===== src/rtl/cpu_pkg.sv =====
// Shared CPU definitions: datapath widths, the bubble instruction and field types.
// Used by the IF, ID, ID_EX and hazard blocks.
package cpu_pkg;

    localparam int INSTR_W = 19;
    localparam int PC_W    = 8;

    typedef logic [INSTR_W-1:0] instr_t;
    typedef logic [PC_W-1:0]    pc_t;

    localparam instr_t NOP_INSTR = 19'd0;

endpackage : cpu_pkg


===== src/rtl/pipe_reg_en_clr.sv =====
// Generic pipeline field register: async active-low reset, synchronous clear
// (which takes priority over enable), and hold when the enable is low.
module pipe_reg_en_clr #(
    parameter int               WIDTH   = 1,
    parameter logic [WIDTH-1:0] RST_VAL = '0
) (
    input  logic             clk,
    input  logic             rst_n,
    input  logic             i_en,
    input  logic             i_clr,
    input  logic [WIDTH-1:0] i_d,
    output logic [WIDTH-1:0] o_q
);

    logic [WIDTH-1:0] r_q;

    // NOTE: state is updated with non-blocking assignments so every flop samples
    // pre-edge values, regardless of how many registers share this clock.
    always_ff @(posedge clk or negedge rst_n) begin
        if (!rst_n) begin
            r_q <= RST_VAL;
        end else if (i_clr) begin
            r_q <= RST_VAL;
        end else if (i_en) begin
            r_q <= i_d;
        end
    end

    assign o_q = r_q;

endmodule : pipe_reg_en_clr


===== src/rtl/if_id_pipe_reg.sv =====
// IF/ID pipeline register: captures instruction and PC+1 each edge, holds on
// stall, and collapses to a NOP bubble (valid=0) on flush or reset.
module if_id_pipe_reg
    import cpu_pkg::*;
#(
    parameter int     INSTR_W_P   = INSTR_W,
    parameter int     PC_W_P      = PC_W,
    parameter instr_t NOP_INSTR_P = NOP_INSTR
) (
    input  logic                 clk,
    input  logic                 rst_n,
    input  logic [INSTR_W_P-1:0] IF_instruction,
    input  logic [PC_W_P-1:0]    IF_pc_plus_one,
    input  logic                 IF_IDwrite,
    input  logic                 IF_IDflush,
    output logic [INSTR_W_P-1:0] ID_instruction,
    output logic [PC_W_P-1:0]    ID_pc_plus_one,
    output logic                 ID_valid
);

    pipe_reg_en_clr #(
        .WIDTH   (INSTR_W_P),
        .RST_VAL (NOP_INSTR_P)
    ) u_instr_reg (
        .clk   (clk),
        .rst_n (rst_n),
        .i_en  (IF_IDwrite),
        .i_clr (IF_IDflush),
        .i_d   (IF_instruction),
        .o_q   (ID_instruction)
    );

    pipe_reg_en_clr #(
        .WIDTH   (PC_W_P),
        .RST_VAL ('0)
    ) u_pc_reg (
        .clk   (clk),
        .rst_n (rst_n),
        .i_en  (IF_IDwrite),
        .i_clr (IF_IDflush),
        .i_d   (IF_pc_plus_one),
        .o_q   (ID_pc_plus_one)
    );

    // Valid shares the same enable/clear, so it becomes 1 on any capture and 0 on any bubble.
    pipe_reg_en_clr #(
        .WIDTH   (1),
        .RST_VAL (1'b0)
    ) u_valid_reg (
        .clk   (clk),
        .rst_n (rst_n),
        .i_en  (IF_IDwrite),
        .i_clr (IF_IDflush),
        .i_d   (1'b1),
        .o_q   (ID_valid)
    );

endmodule : if_id_pipe_reg


===== config.mk =====
export PLATFORM = sky130hd
export DESIGN_NAME = if_id_pipe_reg
export DESIGN_NICKNAME = d
export VERILOG_FILES = /design/src/rtl/cpu_pkg.sv /design/src/rtl/pipe_reg_en_clr.sv /design/src/rtl/if_id_pipe_reg.sv
export SDC_FILE = /design/constraint.sdc
export NUM_CORES = 1
export LEC_CHECK = 0
export CELL_PAD_IN_SITES_DETAIL_PLACEMENT = 2
export CELL_PAD_IN_SITES_GLOBAL_PLACEMENT = 2
export CORE_UTILIZATION = 25
export DETAILED_ROUTE_END_ITERATION = 16
export PLACE_DENSITY_LB_ADDON = 0.25
export SLEW_MARGIN = 20
export SYNTH_ARGS = -nofsm -noshare
export SYNTH_HDL_FRONTEND = slang
export SYNTH_HIERARCHICAL = 1
export SYNTH_SLANG_ARGS = --single-unit

===== constraint.sdc =====
create_clock -name clk -period 1.93 [get_ports clk]
set_input_delay 0.2895 -clock clk [delete_from_list [all_inputs] [get_ports clk]]
set_output_delay 0.2895 -clock clk [all_outputs]
set_load 0.01 [all_outputs]

Word-level counts from Yosys, hierarchy flattened. Cells that the tools add are included.

Multiplexer cells: 6. Reductions and logical operators: 1.

Operator list (count): 19-bit 2-to-1 mux (2); 8-bit 2-to-1 mux (2); 1-bit 2-to-1 mux (2); 2-bit nonzero test (1).

Register bits after elaboration: 28. Output and inout port bits: 28. Word-level logic and storage cells: 10.

Logic depth before layout (Yosys ltp).
Word-level depth: 2. Gate-level depth with buffers: 4.

By module. Netlist, hierarchy kept.

By module, submodules not included: pipe_reg_en_clr at u_instr_reg (instances 1, cells an instance 61, area an instance 778.2 µm², seq. area each 475.5 µm²); pipe_reg_en_clr at u_pc_reg (instances 1, cells an instance 26, area an instance 325.3 µm², seq. area each 200.2 µm²); pipe_reg_en_clr at u_valid_reg (instances 1, cells an instance 3, area an instance 38.8 µm², seq. area each 25.0 µm²); if_id_pipe_reg (instances 1, cells an instance 1, area an instance 3.8 µm², seq. area each 0.0 µm²).

Worst setup path before layout. Ideal clock, no wire load.

Kind: in2reg. Start: input IF_IDwrite. End: register u_instr_reg.r_q[10], in the netlist u_instr_reg/o_q[10]. Library setup time: 121 ps. Arrival: 783 ps. Data required time: 1809 ps. Path slack: 1026 ps. Cell stages on the path: 4. Path through: buf_6 > buf_12 > mux2i_1 > nor2_1.

Word-level cells in the longest chain between the ends: 1.

Ends and longest elaborated chain: start: declaration (RTL line if_id_pipe_reg.sv:14) `input logic IF_IDwrite,`; 2-bit nonzero test (no source line); end signal: assignment (RTL line pipe_reg_en_clr.sv:25) `r_q <= i_d;`; end: declaration (RTL line pipe_reg_en_clr.sv:15) `logic [WIDTH-1:0] r_q;`.

No other way between the ends. A chain may end at the register's enable or synchronous reset.

Worst setup path in the final report.
Start: register u_valid_reg.r_q, in the netlist u_valid_reg/o_q. End: output ID_valid.

RTL lines: start: declaration (RTL line pipe_reg_en_clr.sv:15); start signal: assignment (RTL line pipe_reg_en_clr.sv:25); end: declaration (RTL line if_id_pipe_reg.sv:18) `output logic ID_valid`.

No word-level cell between the ends.

==> summary.md <==
| Metric | Value |
|---|---|
| Status | `complete, no violations` |
| Max Freq | `674 MHz` |
| Half-perimeter wire length after placement | `2.08 mm` |
| Synth Net Count | `122` |
| Via/cell ratio | `4.33` |
| Hold Fails Final Rpt | `0` |
| 1st-pass router iterations | `4` |
| Nets | `182` |
| CTS buffer count | `3` |
| Clk sinks | `28` |
| Share of layout cells above drive strength 1 | `around 5.3%` |
| Ys async rst share | `between 90% and 100%` |
| Lkg Pwr | `0.851 nW` |
| H-tree depth reported by CTS | `1` |
| Global-route wire length before repair | `4.66 mm` |
| Initial DRC count | `24` |
| Die area | `4860 µm²` |
| CP max stage delay | `570 ps` |
| Worst EP required | `1640 ps` |
| Port Buf Inserts | `58` |
| Routed via count | `a little under 900` |
| FF+latch count, synth | `28` |
| Comb pwr share | `19.5%` |
| Gr ovfl total | `0` |
| Row cnt | `24` |
| Post-synth top area cell | `dfrtp_1` |
| Final core utilization | `41.2%` |
| Chip height | `69.7 µm` |
| WS Path Type | `reg -> out` |
| Ant diodes | `0` |
| Final setup viols | `0` |
| Cells after synthesis | `91` |
| Max IR drop VDD | `0.000252 V` |
| EDFF count, synth | `0` |
| Post-CTS Setup Bufs | `0` |
| Hold buffer count at cts | `0` |
| Hold Crit Class | `in -> async` |
| Max Cap Viol | `0` |
| Synth top area share | `approximately 61%` |
| Critical path startpoint category | `flop` |
| Final period utilization | `about three quarters` |
| CTS tree | `built` |
| Yosys warns | `6` |
| ANT nets after route | `0` |
| Initial Utilization | `26.1%` |
| Total GRT Usage | `between 10 and 15%` |
| Antenna violations before repair | `0` |
| Final worst path period need | `between 1000 and 1500 ps` |
| Die width | `69.7 µm` |
| Ports | `59` |
| CTS max path bufs | `2` |
| Pwr dens | `approximately 670 nW/µm²` |
| Critical path arrival | `1190 ps` |
| Worst Path Buf+Inv | `1` |
| Routed len/inst | `13.7 µm` |
| Clk_lat worst skew | `260 ps` |
| Critical Path Sink Type | `output port` |
| # fillers | `452` |
| Most instantiated cells after synthesis | `dfrtp_1 (28), mux2i_1 (28), nor2_1 (28), buf_6 (2)` |
| Area contributors post-synth | `dfrtp_1 (61%), mux2i_1 (24%), nor2_1 (9.2%)` |
| Sequential share of power | `52.2%` |
| Largest net degree at the start of global routing | `29` |
| Crit-path leading delay family | `buffers and inverters` |
| Worst clock skew | `0 ps` |
| DRC errors left | `0` |
| Slew Limit Fails | `0` |
| Worst-path cell chain | `clkdlybuf4s50_1` |
| Vias in the first global route | `973` |
| Post-CTS resize count | `0` |
| Switch share | `22.5%` |
| Crit path max-delay cell type | `clkdlybuf4s50_1` |
| Core area | `4380 µm²` |
| Final setup TNS | `0 ps` |
| Final WL | `2.76 mm` |
| Placer Congestion | `0.682` |
| Clk pwr share | `between 20% and 30%` |
| Area Overhead vs Synth | `57.8%` |
| RSZ-0062 raised after global routing | `no` |
| Register Area | `701 µm²` |
| Register area share after synthesis | `~60%` |
| Top FF cell, synth | `dfrtp_1` |
| Pint | `0.945 mW` |
| Cell area after synthesis | `between 1000 and 1500 µm²` |
| Worst-path maximum fanout | `2` |
| Syn avg cell area | `roughly 13 µm²` |
| Library cells used by synthesis | `9` |
| Switching Power | `approximately 0.27 mW` |
| Root buf cell | `clkbuf_8` |
| Reg clk slew, reported paths | `90 ps` |
| Area of the multi-input gates | `389 µm²` |
## logic make-up after synthesis
family / share of synthesized area, %
buffers and inverters: 4.91
DFF: 61.1
muxes: 24.5
other: 0.327
and+or+nand+nor: 9.17
## routing by layer
| metal | global-route usage (%) | up-vias | wire, µm | share of wire (%) |
|---|---|---|---|---|
| met5 | 0 | - | 0 | 0 |
| li1 | - | 413 | - | - |
| met1 | 15.1 | 428 | 1200 | 44 |
| met4 | 4.00 | 0 | 24 | 0.87 |
| met2 | 20.2 | 32 | 1330 | 48 |
| met3 | 3.34 | 2 | 197 | 7.1 |
## worst paths after layout
check	startpoint	to	slack [ps]	cells after the start
setup / recovery	u_valid_reg/o_q$_DFFE_PN0P_	ID_valid	450	1
hold / removal	rst_n	u_instr_reg/o_q[11]$_DFFE_PN0P_	400	2
setup reg to reg	u_instr_reg/o_q[15]$_DFFE_PN0P_	u_instr_reg/o_q[15]$_DFFE_PN0P_	1200	2
hold reg to reg	u_instr_reg/o_q[10]$_DFFE_PN0P_	u_instr_reg/o_q[10]$_DFFE_PN0P_	530	2
max in group asynchronous	rst_n	u_valid_reg/o_q$_DFFE_PN0P_	1280	2
min in group clk	u_instr_reg/o_q[10]$_DFFE_PN0P_	u_instr_reg/o_q[10]$_DFFE_PN0P_	530	2
## layout by cell type (no fill, tap or decap), drive strengths merged
master         count
buf                4
clkbuf             4
clkdlybuf4s50     57
conb               1
dfrtp             28
mux2i             28
nor2              28
## stage by stage
| step | worst slack, ps | cells | area, µm² | hold WS [ps] | power, mW |
|---|---|---|---|---|---|
| 3_3_place_gp | 684 | 198 | 1750 | 501 | 0.885 |
| 5_1_grt | 389 | 202 | 1810 | 440 | 1.29 |
| 2_1_floorplan | 1030 | 91 | 1150 | -6.09 | 0.739 |
| 6_report | 446 | 202 | 1810 | 396 | 1.22 |
| 4_1_cts | 433 | 202 | 1810 | 406 | 1.25 |
| 3_5_place_dp | 636 | 198 | 1750 | 520 | 0.893 |
## sequential cells by signal, summed over array words and instances (netlist names)
name	cells
u_valid_reg/o_q	1
u_instr_reg/o_q	19
u_pc_reg/o_q	8
## area by class of cell
| type | instances | area share, % |
|---|---|---|
| Multi-Input combinational cell | 57 | 21.5 |
| Timing Repair Buffer | 61 | 33.1 |
| Sequential cell | 28 | 38.8 |
| Tap cell | 52 | 3.60 |
| Clock buffer | 4 | 3.04 |
## power by group through the flow
stage / sequential, mW / combinational (mW) / clock [mW]
final: 0.637 / 0.237 / 0.345
after CTS: 0.638 / 0.244 / 0.367
after detailed placement: 0.649 / 0.243 / 0
after global placement: 0.648 / 0.237 / 0
after global routing: 0.642 / 0.257 / 0.390
after floorplan: 0.663 / 0.0762 / 0
(Power assumes the default switching activity.)
